## config.mk

```make
export PLATFORM = sky130hd
export DESIGN_NAME = conf_stream_sequencer
export DESIGN_NICKNAME = d
export VERILOG_FILES = /design/src/rtl/conf_stream_sequencer.sv
export SDC_FILE = /design/constraint.sdc
export NUM_CORES = 1
export LEC_CHECK = 0
export ABC_AREA = 1
export CAP_MARGIN = 5
export CELL_PAD_IN_SITES_DETAIL_PLACEMENT = 1
export CELL_PAD_IN_SITES_GLOBAL_PLACEMENT = 2
export CORE_MARGIN = 2
export CORE_UTILIZATION = 25
export CTS_CLUSTER_DIAMETER = 30
export CTS_CLUSTER_SIZE = 24
export DETAILED_ROUTE_END_ITERATION = 8
export PLACE_DENSITY = 0.87
export REMOVE_ABC_BUFFERS = 1
export SLEW_MARGIN = 20
export SYNTH_ARGS = -nofsm -noshare
export SYNTH_HDL_FRONTEND = slang
export SYNTH_SLANG_ARGS = --single-unit
```

## constraint.sdc

```tcl
create_clock -name clk -period 2.79 [get_ports clk]
set_input_delay 0.558 -clock clk [delete_from_list [all_inputs] [get_ports clk]]
set_output_delay 0.558 -clock clk [all_outputs]
set_load 0.005 [all_outputs]
```

## src/rtl/conf_stream_sequencer.sv

```systemverilog
// Configuration-session sequencer: streams conf words onto the shared conf bus, lets the
// bus pipeline drain for SETTLE_CYCLES, then enables the PC/network for a programmed run.
module conf_stream_sequencer #(
    parameter int CONF_WIDTH    = 64,
    parameter int CNT_WIDTH     = 16,
    parameter int SETTLE_CYCLES = 4
) (
    input  logic                  clk,
    input  logic                  rst,
    input  logic                  start,
    input  logic                  stop,
    input  logic                  stall,
    input  logic [CNT_WIDTH-1:0]  num_conf,
    input  logic [CNT_WIDTH-1:0]  run_len,
    input  logic [CONF_WIDTH-1:0] conf_in,
    input  logic                  conf_in_valid,
    output logic                  conf_in_ready,
    output logic [CONF_WIDTH-1:0] conf_bus_out,
    output logic                  en_pc_net,
    output logic                  busy,
    output logic                  done,
    output logic [CNT_WIDTH-1:0]  conf_count
);

    typedef enum logic [2:0] {
        S_IDLE,
        S_LOAD,
        S_SETTLE,
        S_RUN,
        S_DONE
    } state_t;

    localparam logic [7:0] SETTLE_LAST = 8'(SETTLE_CYCLES - 1);

    state_t                state_q, state_d;
    logic [CONF_WIDTH-1:0] conf_bus_q, conf_bus_d;
    logic [CNT_WIDTH-1:0]  conf_count_q, conf_count_d;
    logic [CNT_WIDTH-1:0]  num_conf_q, num_conf_d;
    logic [CNT_WIDTH-1:0]  run_len_q, run_len_d;
    logic [CNT_WIDTH-1:0]  run_cnt_q, run_cnt_d;
    logic [7:0]            settle_cnt_q, settle_cnt_d;
    logic [CNT_WIDTH-1:0]  conf_count_inc;
    logic [CNT_WIDTH-1:0]  run_cnt_inc;
    logic                  xfer;

    // An unbounded run must not wrap back to zero, so the run counter sticks at all-ones.
    function automatic logic [CNT_WIDTH-1:0] sat_inc(input logic [CNT_WIDTH-1:0] v);
        return (&v) ? v : v + CNT_WIDTH'(1);
    endfunction

    assign conf_in_ready  = (state_q == S_LOAD);
    assign en_pc_net      = (state_q == S_RUN) && !stall;
    assign busy           = (state_q != S_IDLE);
    assign done           = (state_q == S_DONE);
    assign conf_bus_out   = conf_bus_q;
    assign conf_count     = conf_count_q;
    assign xfer           = conf_in_valid && conf_in_ready;
    assign conf_count_inc = conf_count_q + CNT_WIDTH'(1);
    assign run_cnt_inc    = sat_inc(run_cnt_q);

    always_comb begin
        state_d      = state_q;
        conf_bus_d   = '0;
        conf_count_d = conf_count_q;
        num_conf_d   = num_conf_q;
        run_len_d    = run_len_q;
        run_cnt_d    = run_cnt_q;
        settle_cnt_d = settle_cnt_q;

        case (state_q)
            S_IDLE: begin
                if (start) begin
                    num_conf_d   = num_conf;
                    run_len_d    = run_len;
                    conf_count_d = '0;
                    run_cnt_d    = '0;
                    settle_cnt_d = '0;
                    state_d      = (num_conf != '0) ? S_LOAD : S_SETTLE;
                end
            end
            S_LOAD: begin
                if (xfer) begin
                    conf_bus_d   = conf_in;
                    conf_count_d = conf_count_inc;
                    if (conf_count_inc == num_conf_q) begin
                        state_d = S_SETTLE;
                    end
                end
                if (stop) begin
                    state_d = S_DONE;
                end
            end
            S_SETTLE: begin
                settle_cnt_d = settle_cnt_q + 8'd1;
                if (settle_cnt_q == SETTLE_LAST) begin
                    state_d = S_RUN;
                end
                if (stop) begin
                    state_d = S_DONE;
                end
            end
            S_RUN: begin
                if (!stall) begin
                    run_cnt_d = run_cnt_inc;
                    if ((run_len_q != '0) && (run_cnt_inc == run_len_q)) begin
                        state_d = S_DONE;
                    end
                end
                if (stop) begin
                    state_d = S_DONE;
                end
            end
            S_DONE: begin
                state_d = S_IDLE;
            end
            default: begin
                state_d = S_IDLE;
            end
        endcase
    end

    always_ff @(posedge clk) begin
        if (rst) begin
            state_q      <= S_IDLE;
            conf_bus_q   <= '0;
            conf_count_q <= '0;
            num_conf_q   <= '0;
            run_len_q    <= '0;
            run_cnt_q    <= '0;
            settle_cnt_q <= '0;
        end else begin
            state_q      <= state_d;
            conf_bus_q   <= conf_bus_d;
            conf_count_q <= conf_count_d;
            num_conf_q   <= num_conf_d;
            run_len_q    <= run_len_d;
            run_cnt_q    <= run_cnt_d;
            settle_cnt_q <= settle_cnt_d;
        end
    end

endmodule

```

==> results.py, run 1 <==
metrics = {
    "run_status": {
        "outcome": "finished clean",
    },
    "setup_path": {
        "cp.required_ps": 2230,
        "reg2reg_from": "run_cnt_q[0]",
        "crit_path_end_kind": "primary output",
        "crit_type": "flip-flop to primary output",
        "startpoint": "state_q[1]",
        "cp.arrival_ps": 1960,
        "startpoint_type": "flip-flop",
        "worstPathMaxFanout": 6,
    },
    "clock_tree": {
        "cts_resized": 0,
        "cts_setup_buffers": 0,
        "cts_buffer_depth": 2,
        "cts_buffers": 17,
        "cts_num_sinks": 139,
        "cts_hold_buf": 0,
        "h-tree-depth": 4,
        "cts_root_buffer": "clkbuf_16",
        "cts.clk_slew.worst_paths_ps": 60,
        "cts_tree": "yes",
        "clkLatencyLatePin_ps": 420,
    },
    "timing": {
        "rsz0062_at_grt": "no",
        "fin_crit_ps": 2520,
        "relSlewSlack_pct": 57.0,
        "max_freq_ghz": 0.398,
        "slew_violations": 0,
        "worst_slack_ps": 275,
        "fin_tns_setup_ps": 0,
        "max_slew.worst_pin.slew_ps": 640,
        "setup_violations": 0,
        "finalHoldViolCount": 0,
        "final.period_utilization_pct": 90.1,
        "skew_ps": 9.32,
    },
    "yosys": {
        "yosys_register_bits": 139,
        "yosys_warnings": 0,
        "seq_area_frac_synth_pct": 45.2,
        "synthDistinctLibCells": 35,
        "syn_inst": 890,
        "netlist_area_um2": 6160,
        "synth.avg_cell_area_um2": 6.92,
    },
    "finish": {
        "syn_to_final_growth_pct": 46.0,
        "final_net_count": 1181,
        "antenna_cells": 0,
        "drive_above_1_share_pct": 6.15,
    },
    "route": {
        "vias_per_cell": 4.43,
        "wire_per_inst_um": 14.8,
        "totalWireLength_um": 20900,
        "firstDrtPassIters": 4,
        "via_count": 6254,
        "drcViolationCount": 0,
        "drtAntennaViolNets": 0,
        "initialDrtViolationCount": 178,
    },
    "global_route": {
        "grt_max_degree": 65,
        "track_usage_pct": 16.5,
        "grt_pass1_wl_um": 33700,
        "antenna_found_initial": 0,
        "grt_pass1_vias": 6521,
        "overflow": 0,
    },
    "place": {
        "gp_congestion": 0.792,
        "dp_hpwl_um": 15600,
        "portBuffers": 185,
        "preCtsSetupSlack_ps": 355,
    },
    "die": {
        "die_w_um": 161,
        "num_rows": 57,
        "start_util_pct": 25.4,
        "fp.coreArea_um2": 24200,
        "die-height_um": 161,
        "dieArea_um2": 25900,
        "pin_count": 186,
    },
    "hold_path": {
        "min_path_type": "flip-flop to flip-flop",
        "worstHoldStart": "settle_cnt_q[6]",
    },
    "power_and_ir_drop": {
        "powerDensity_nw_per_um2": 699,
        "leakagePower_nw": 3.70,
        "ir_worst_vdd_v": 0.000374,
        "total_power_mw": 6.28,
    },
    "flow_run": {
        "drv_cap": 0,
    },
}
## routing by layer
| layer | vias to the layer above | track usage [%] | part of all wire (%) |
|---|---|---|---|
| met2 | 171 | 26.9 | 46 |
| met3 | 22 | 7.26 | 9.3 |
| met1 | 2898 | 19.9 | 44 |
| met5 | - | 0 | 0 |
| li1 | 3163 | - | - |
| met4 | 0 | 4.63 | 1.2 |
## cell type report
| type | instances | area (um2) |
|---|---|---|
| Fill cell | 3029 | 15300 |
| Clock buffer | 17 | 425 |
| Clock inverter | 15 | 178 |
| Tap cell | 324 | 405 |
| Multi-Input combinational cell | 591 | 2770 |
| Timing Repair Buffer | 194 | 1930 |
| Inverter | 133 | 499 |
| Sequential cell | 139 | 2780 |
## where the power goes
group	switching, mW	internal [mW]	total, mW	leakage, nW
registers	0.162	2.23	2.39	1.13
clock network	1.02	1.36	2.37	0.299
logic	0.874	0.639	1.51	2.27
## synth_stat cells
cell type | number | area, um2
buf_2 | 1 | 5.00
or2_2 | 1 | 6.26
o311a_1 | 1 | 10.0
buf_1 | 1 | 3.75
nand4_1 | 9 | 56.3
o21bai_1 | 5 | 37.5
xnor3_1 | 2 | 45.0
clkbuf_1 | 24 | 90.1
nand3_2 | 3 | 30.0
o211ai_2 | 1 | 12.5
nand3_1 | 64 | 320
nor3_1 | 7 | 35.0
nor2_4 | 4 | 45.0
a221oi_1 | 1 | 8.76
nand2_2 | 6 | 37.5
o21ai_0 | 42 | 210
o22ai_1 | 1 | 6.26
buf_6 | 1 | 11.3
nand2_1 | 199 | 747
dfxtp_1 | 139 | 2780
a22oi_1 | 1 | 7.51
nor2_1 | 142 | 533
inv_1 | 131 | 492
nor4_1 | 10 | 62.6
and2_1 | 2 | 12.5
nand2_4 | 1 | 11.3
a21oi_2 | 1 | 8.76
xnor2_1 | 3 | 26.3
nor2_2 | 7 | 43.8
clkinv_1 | 1 | 3.75
o21ai_1 | 3 | 15.0
xor2_1 | 10 | 87.6
a21oi_1 | 62 | 310
ha_1 | 3 | 37.5
inv_2 | 1 | 3.75
## registers in the layout, indices dropped and copies added (netlist names)
name          flops
run_cnt_q        16
run_len_q        16
state_q           3
num_conf_q       16
conf_count       16
settle_cnt_q      8
conf_bus_out     64
## layout by cell type, fill, tap and decap left out, types with 9 or more instances in the layout
master             n
a21oi_1           62
clkbuf_16         17
clkdlybuf4s50_1  185
dfxtp_1          139
inv_1            131
nand2_1          198
nand3_1           64
nand4_1            9
nor2_1           142
nor4_1            10
o21ai_0           42
xor2_1            10
## stage by stage
step	hold slack, ps	util [%]	cell area [um2]	std cells
after CTS	476	37.1	8990	1413
after floorplan	445	-	6050	863
after global placement	453	34.6	8390	1381
after global routing	493	37.1	8990	1413
final	472	37.1	8990	1413
after detailed placement	465	34.6	8390	1381
## worst paths after layout
check,to,slack [ps],depth (start not counted)
setup / recovery,en_pc_net,270,5
hold / removal,settle_cnt_q[6],470,2
hold reg to reg,settle_cnt_q[6],470,2
setup reg to reg,state_q[1],390,16
## critical path: stages, from the launching register on
cell and delay (ps):
dfxtp_1 440, nand2_1 120, nor2_1 100, inv_1 90, nor2_1 230, clkdlybuf4s50_1 570
## cell families (layout without fill, tap and decap cells)
| kind of cell | Yosys count | count (layout) | share of synthesized area (%) |
|---|---|---|---|
| compound gates | 118 | 118 | 10.2 |
| buf+inv | 160 | 359 | 9.90 |
| xor+xnor | 15 | 15 | 2.58 |
| simple gates | 455 | 455 | 31.5 |
| flops | 139 | 139 | 45.2 |
| fa+ha+maj | 3 | 3 | 0.610 |
Note: power is estimated with default switching activity, not from simulation.
==> inputs of run 2 (changes only) <==
--- a/config.mk
+++ b/config.mk
@@ -10,11 +10,12 @@
 export CELL_PAD_IN_SITES_DETAIL_PLACEMENT = 1
 export CELL_PAD_IN_SITES_GLOBAL_PLACEMENT = 2
 export CORE_MARGIN = 2
-export CORE_UTILIZATION = 25
+export CORE_UTILIZATION = 26
+export CTS_BUF_LIST = sky130_fd_sc_hd__clkbuf_4 sky130_fd_sc_hd__clkbuf_8
 export CTS_CLUSTER_DIAMETER = 30
 export CTS_CLUSTER_SIZE = 24
 export DETAILED_ROUTE_END_ITERATION = 8
-export PLACE_DENSITY = 0.87
+export PLACE_DENSITY = 0.9
 export REMOVE_ABC_BUFFERS = 1
 export SLEW_MARGIN = 20
 export SYNTH_ARGS = -nofsm -noshare
==> results.py, run 2 (synthesized netlist as in run 1, its figures left out) <==
metrics = {
    "run_status": {
        "outcome": "finished clean",
    },
    "timing": {
        "rsz0062_at_grt": "no",
        "max_slew.worst_pin.slew_ps": 612,
        "relSlewSlack_pct": 58.8,
        "finalHoldViolCount": 0,
        "max_freq_ghz": 0.391,
        "slew_violations": 0,
        "skew_ps": 17.9,
        "fin_tns_setup_ps": 0,
        "fin_crit_ps": 2560,
        "final.period_utilization_pct": 91.6,
        "setup_violations": 0,
    },
    "route": {
        "drcViolationCount": 0,
        "vias_per_cell": 4.47,
        "initialDrtViolationCount": 179,
        "drtAntennaViolNets": 0,
        "via_count": 6297,
        "totalWireLength_um": 20600,
        "firstDrtPassIters": 4,
        "wire_per_inst_um": 14.6,
    },
    "die": {
        "num_rows": 56,
        "dieArea_um2": 24900,
        "start_util_pct": 26.4,
        "fp.coreArea_um2": 23300,
        "pin_count": 186,
        "die_w_um": 158,
        "die-height_um": 158,
    },
    "power_and_ir_drop": {
        "total_power_mw": 5.72,
        "powerDensity_nw_per_um2": 649,
        "p_sw_share_pct": 33.5,
        "p_int_mw": 3.80,
        "leakagePower_nw": 3.62,
        "ir_worst_vdd_v": 0.000265,
        "p_clk_share_pct": 31.6,
        "seqPwrFrac_pct": 41.8,
        "p_comb_share_pct": 26.6,
        "switchingPower_mw": 1.92,
    },
    "clock_tree": {
        "cts_buffer_depth": 2,
        "h-tree-depth": 4,
        "cts_hold_buf": 0,
        "cts_setup_buffers": 0,
        "cts.clk_slew.worst_paths_ps": 90,
        "clkLatencyLatePin_ps": 450,
        "cts_root_buffer": "clkbuf_8",
        "cts_buffers": 17,
        "cts_resized": 0,
        "cts_num_sinks": 139,
        "cts_tree": "yes",
    },
    "setup_path": {
        "cp.arrival_ps": 2000,
        "worstPathMaxFanout": 6,
        "cp.required_ps": 2230,
        "reg2reg_depth": 16,
        "startpoint": "state_q[1]",
        "r2r_end": "state_q[0]",
        "reg2reg_slack_ps": 460,
        "crit_type": "flip-flop to primary output",
        "reg2reg_from": "run_cnt_q[1]",
        "startpoint_type": "flip-flop",
        "crit_path_end_kind": "primary output",
    },
    "place": {
        "dp_hpwl_um": 15600,
        "gp_congestion": 0.830,
        "portBuffers": 185,
    },
    "global_route": {
        "track_usage_pct": 17.1,
        "overflow": 0,
        "grt_pass1_vias": 6574,
        "grt_pass1_wl_um": 33100,
        "grtUsageMet1_pct": 20.0,
        "top_usage_layer": "met2",
        "grt_max_degree": 65,
        "antenna_found_initial": 0,
        "grtUsageMet3_pct": 8.29,
        "met2_usage_pct": 27.3,
    },
    "finish": {
        "fillers": 2883,
        "final_net_count": 1182,
        "syn_to_final_growth_pct": 43.3,
        "mostFrequentLayoutCell": "nand2_1",
        "final_cell_mix": "nand2_1, clkdlybuf4s50_1, nor2_1",
        "drive_above_1_share_pct": 6.24,
        "final_util_pct": 37.8,
        "largest_reg_flops": 64,
        "antenna_cells": 0,
    },
    "hold_path": {
        "min_path_type": "flip-flop to flip-flop",
        "whs_endpoint": "num_conf_q[9]",
        "worstHoldStart": "num_conf_q[9]",
        "min_path_cells": 2,
    },
    "flow_run": {
        "drv_cap": 0,
    },
}
run 2: cell types whose count changed in the layout (fill, tap and decap cells not counted):
cell,change
clkbuf_8,+18
clkbuf_16,-17
inv_8,-3
clkinv_4,+2
clkinvlp_4,+2
inv_6,-2
buf_4,+1
bufinv_16,+1
clkinv_2,-1
run 2: critical path, cell delays in order (launching register included):
cell and delay, ps:
dfxtp_1 450, nand2_1 120, nor2_1 100, inv_1 70
nor2_1 260, clkdlybuf4s50_1 570
run 2: how the worst max path moves through the flow:
stage	end	cells after the start
finish	en_pc_net	5
global placement	en_pc_net	3
global route	en_pc_net	5
CTS	en_pc_net	5
floorplan	run_cnt_q[0]	7
detailed placement	en_pc_net	3
run 2: power groups by stage:
stage / Sequential (mW) / Clock (mW) / Combinational, mW
2_1_floorplan: 2.40 / 0 / 0.784
3_5_place_dp: 2.44 / 0 / 1.54
3_3_place_gp: 2.44 / 0 / 1.52
5_1_grt: 2.42 / 1.96 / 1.73
4_1_cts: 2.39 / 1.88 / 1.55
6_report: 2.39 / 1.80 / 1.52
run 2: layer usage:
layer | wire length (um) | vias to the layer above
met2 | 9330 | 177
li1 | - | 3158
met5 | 0 | -
met4 | 386 | 0
met3 | 2200 | 24
met1 | 8710 | 2938
run 2: layout make-up:
| cell class | instances | area [um2] | area share, % |
|---|---|---|---|
| Tap cell | 319 | 399 | 4.53 |
| Multi-Input combinational cell | 591 | 2770 | 31.4 |
| Inverter | 133 | 499 | 5.66 |
| Timing Repair Buffer | 195 | 1940 | 22.0 |
| Clock buffer | 18 | 248 | 2.81 |
| Clock inverter | 14 | 184 | 2.09 |
| Sequential cell | 139 | 2780 | 31.6 |
run 2: per-stage QoR:
stage / hold WS [ps] / instances / area, um2 / setup slack (ps)
after detailed placement: 467 / 1377 / 8390 / 308
after CTS: 485 / 1409 / 8820 / 229
after global placement: 452 / 1377 / 8390 / 305
after floorplan: 445 / 863 / 6050 / 517
final: 479 / 1409 / 8820 / 235
after global routing: 509 / 1409 / 8820 / 114
==> inputs of run 3 (changes only) <==
--- a/config.mk
+++ b/config.mk
@@ -10,12 +10,12 @@
 export CELL_PAD_IN_SITES_DETAIL_PLACEMENT = 1
 export CELL_PAD_IN_SITES_GLOBAL_PLACEMENT = 2
 export CORE_MARGIN = 2
-export CORE_UTILIZATION = 26
+export CORE_UTILIZATION = 23
 export CTS_BUF_LIST = sky130_fd_sc_hd__clkbuf_4 sky130_fd_sc_hd__clkbuf_8
 export CTS_CLUSTER_DIAMETER = 30
 export CTS_CLUSTER_SIZE = 24
 export DETAILED_ROUTE_END_ITERATION = 8
-export PLACE_DENSITY = 0.9
+export PLACE_DENSITY = 0.84
 export REMOVE_ABC_BUFFERS = 1
 export SLEW_MARGIN = 20
 export SYNTH_ARGS = -nofsm -noshare
==> constraint.sdc (replaced) <==
create_clock -name clk -period 2.25 [get_ports clk]
set_input_delay 0.45 -clock clk [delete_from_list [all_inputs] [get_ports clk]]
set_output_delay 0.45 -clock clk [all_outputs]
set_load 0.005 [all_outputs]
==> results.py, run 3 (synthesized netlist as in run 1, its figures left out) <==
metrics = {
    "run_status": {
        "outcome": "finished clean",
    },
    "clock_tree": {
        "cts_hold_buf": 0,
        "cts_buffer_depth": 2,
        "cts_root_buffer": "clkbuf_8",
        "cts.clk_slew.worst_paths_ps": 90,
        "h-tree-depth": 4,
        "cts_num_sinks": 139,
        "clkLatencyLatePin_ps": 450,
        "cts_buffers": 17,
        "cts_tree": "yes",
    },
    "die": {
        "die-height_um": 168,
        "pin_count": 186,
        "dieArea_um2": 28100,
        "die_w_um": 168,
        "start_util_pct": 23.5,
        "num_rows": 59,
        "fp.coreArea_um2": 26200,
    },
    "route": {
        "totalWireLength_um": 21900,
        "vias_per_cell": 4.41,
        "drtAntennaViolNets": 0,
        "via_count": 6439,
        "firstDrtPassIters": 4,
        "initialDrtViolationCount": 158,
        "wire_per_inst_um": 15.0,
        "drcViolationCount": 0,
    },
    "hold_path": {
        "min_path_type": "flip-flop to flip-flop",
    },
    "timing": {
        "worst_slack_ps": 107,
        "rsz0062_at_grt": "yes",
        "setup_violations": 0,
        "slew_violations": 0,
        "skew_ps": 17.3,
        "max_freq_ghz": 0.467,
        "fin_crit_ps": 2140,
        "finalHoldViolCount": 0,
        "relSlewSlack_pct": 58.6,
        "max_slew.worst_pin.slew_ps": 616,
        "final.period_utilization_pct": 95.3,
    },
    "power_and_ir_drop": {
        "powerDensity_nw_per_um2": 757,
        "total_power_mw": 7.03,
        "leakagePower_nw": 3.85,
        "ir_worst_vdd_v": 0.000310,
    },
    "place": {
        "portBuffers": 185,
        "gp_congestion": 0.812,
        "placedCellCount": 1419,
        "preCtsSetupSlack_ps": 32.4,
        "dp_hpwl_um": 16300,
    },
    "setup_path": {
        "crit_type": "flip-flop to primary output",
        "crit_path_end_kind": "primary output",
        "cp.required_ps": 1800,
        "cp.arrival_ps": 1690,
        "startpoint_type": "flip-flop",
        "slowest_delay_ps": 500,
        "crit_chain": "inv_1 > nor3_2 > buf_4 > clkdlybuf4s50_1",
        "reg2reg_slack_ps": 140,
        "cpMaxStageDelayCell": "clkdlybuf4s50_1",
        "worstPathMaxFanout": 4,
    },
    "flow_run": {
        "drv_cap": 0,
    },
    "finish": {
        "final_net_count": 1217,
        "syn_to_final_growth_pct": 50.9,
        "drive_above_1_share_pct": 14.0,
        "final_cell_mix": "nand2_1, clkdlybuf4s50_1, nor2_1",
        "antenna_cells": 0,
        "largest_reg_flops": 64,
        "fillers": 3171,
        "fin_cells": 1460,
    },
    "global_route": {
        "overflow": 0,
        "track_usage_pct": 15.7,
        "grt_pass1_vias": 6730,
        "antenna_found_initial": 0,
        "grt_pass1_wl_um": 34900,
        "grt_max_degree": 65,
    },
}
==> run 3: area by class of cell <==
cell class	count	area [um2]	area share, %
Multi-Input combinational cell	591	2930	31.5
Sequential cell	139	2840	30.5
Timing Repair Buffer	228	2210	23.8
Inverter	133	504	5.43
Tap cell	335	419	4.51
Clock buffer	17	234	2.52
Clock inverter	15	141	1.52
Timing Repair inverter	2	12.5	0.135
==> run 3: worst max-delay path: cells and delay by family, from the launching register on <==
| kind | cells | cell delay (ps) |
|---|---|---|
| AND/OR/NAND/NOR | 1 | 130 |
| flip-flops | 1 | 390 |
| buffers and inverters | 3 | 730 |
==> run 3: report_power, final <==
group          internal (mW)  switching [mW]  total, mW
logic                  0.868            1.15       2.02
registers               2.77           0.212       2.98
clock network          0.824            1.21       2.03
total                   4.46            2.57       7.03
==> run 3: what timing repair did <==
item                                    in CTS  in global routing
setup buffers                                0                  7
resized for setup                            5                 84
cloned                                       0                  2
endpoints found under the setup margin       4                  7
pin swaps                                    0                 20
==> run 3: final timing paths <==
| path | start | end | cells past startpoint |
|---|---|---|---|
| worst min-delay path | num_conf_q[7] | num_conf_q[7] | 2 |
| worst max register to register | run_cnt_q[13] | state_q[0] | 15 |
| worst max-delay path | state_q[0] | conf_in_ready | 4 |
| worst min register to register | num_conf_q[7] | num_conf_q[7] | 2 |
==> run 3: per-layer routing <==
| metal | GRT usage (%) | wire length [um] |
|---|---|---|
| met1 | 18.5 | 9350 |
| met2 | 25.5 | 9990 |
| met3 | 7.78 | 2280 |
| met4 | 3.89 | 250 |
| met5 | 0 | 0 |
==> run 3: stage by stage <==
stage	setup TNS [ps]	hold slack, ps	instance area [um2]	util [%]
2_1_floorplan	0	445	6050	-
3_3_place_gp	0	453	8610	32.9
3_5_place_dp	0	467	8610	32.9
4_1_cts	-166	472	9000	34.4
5_1_grt	-32.3	474	9290	35.4
6_report	0	475	9290	35.4
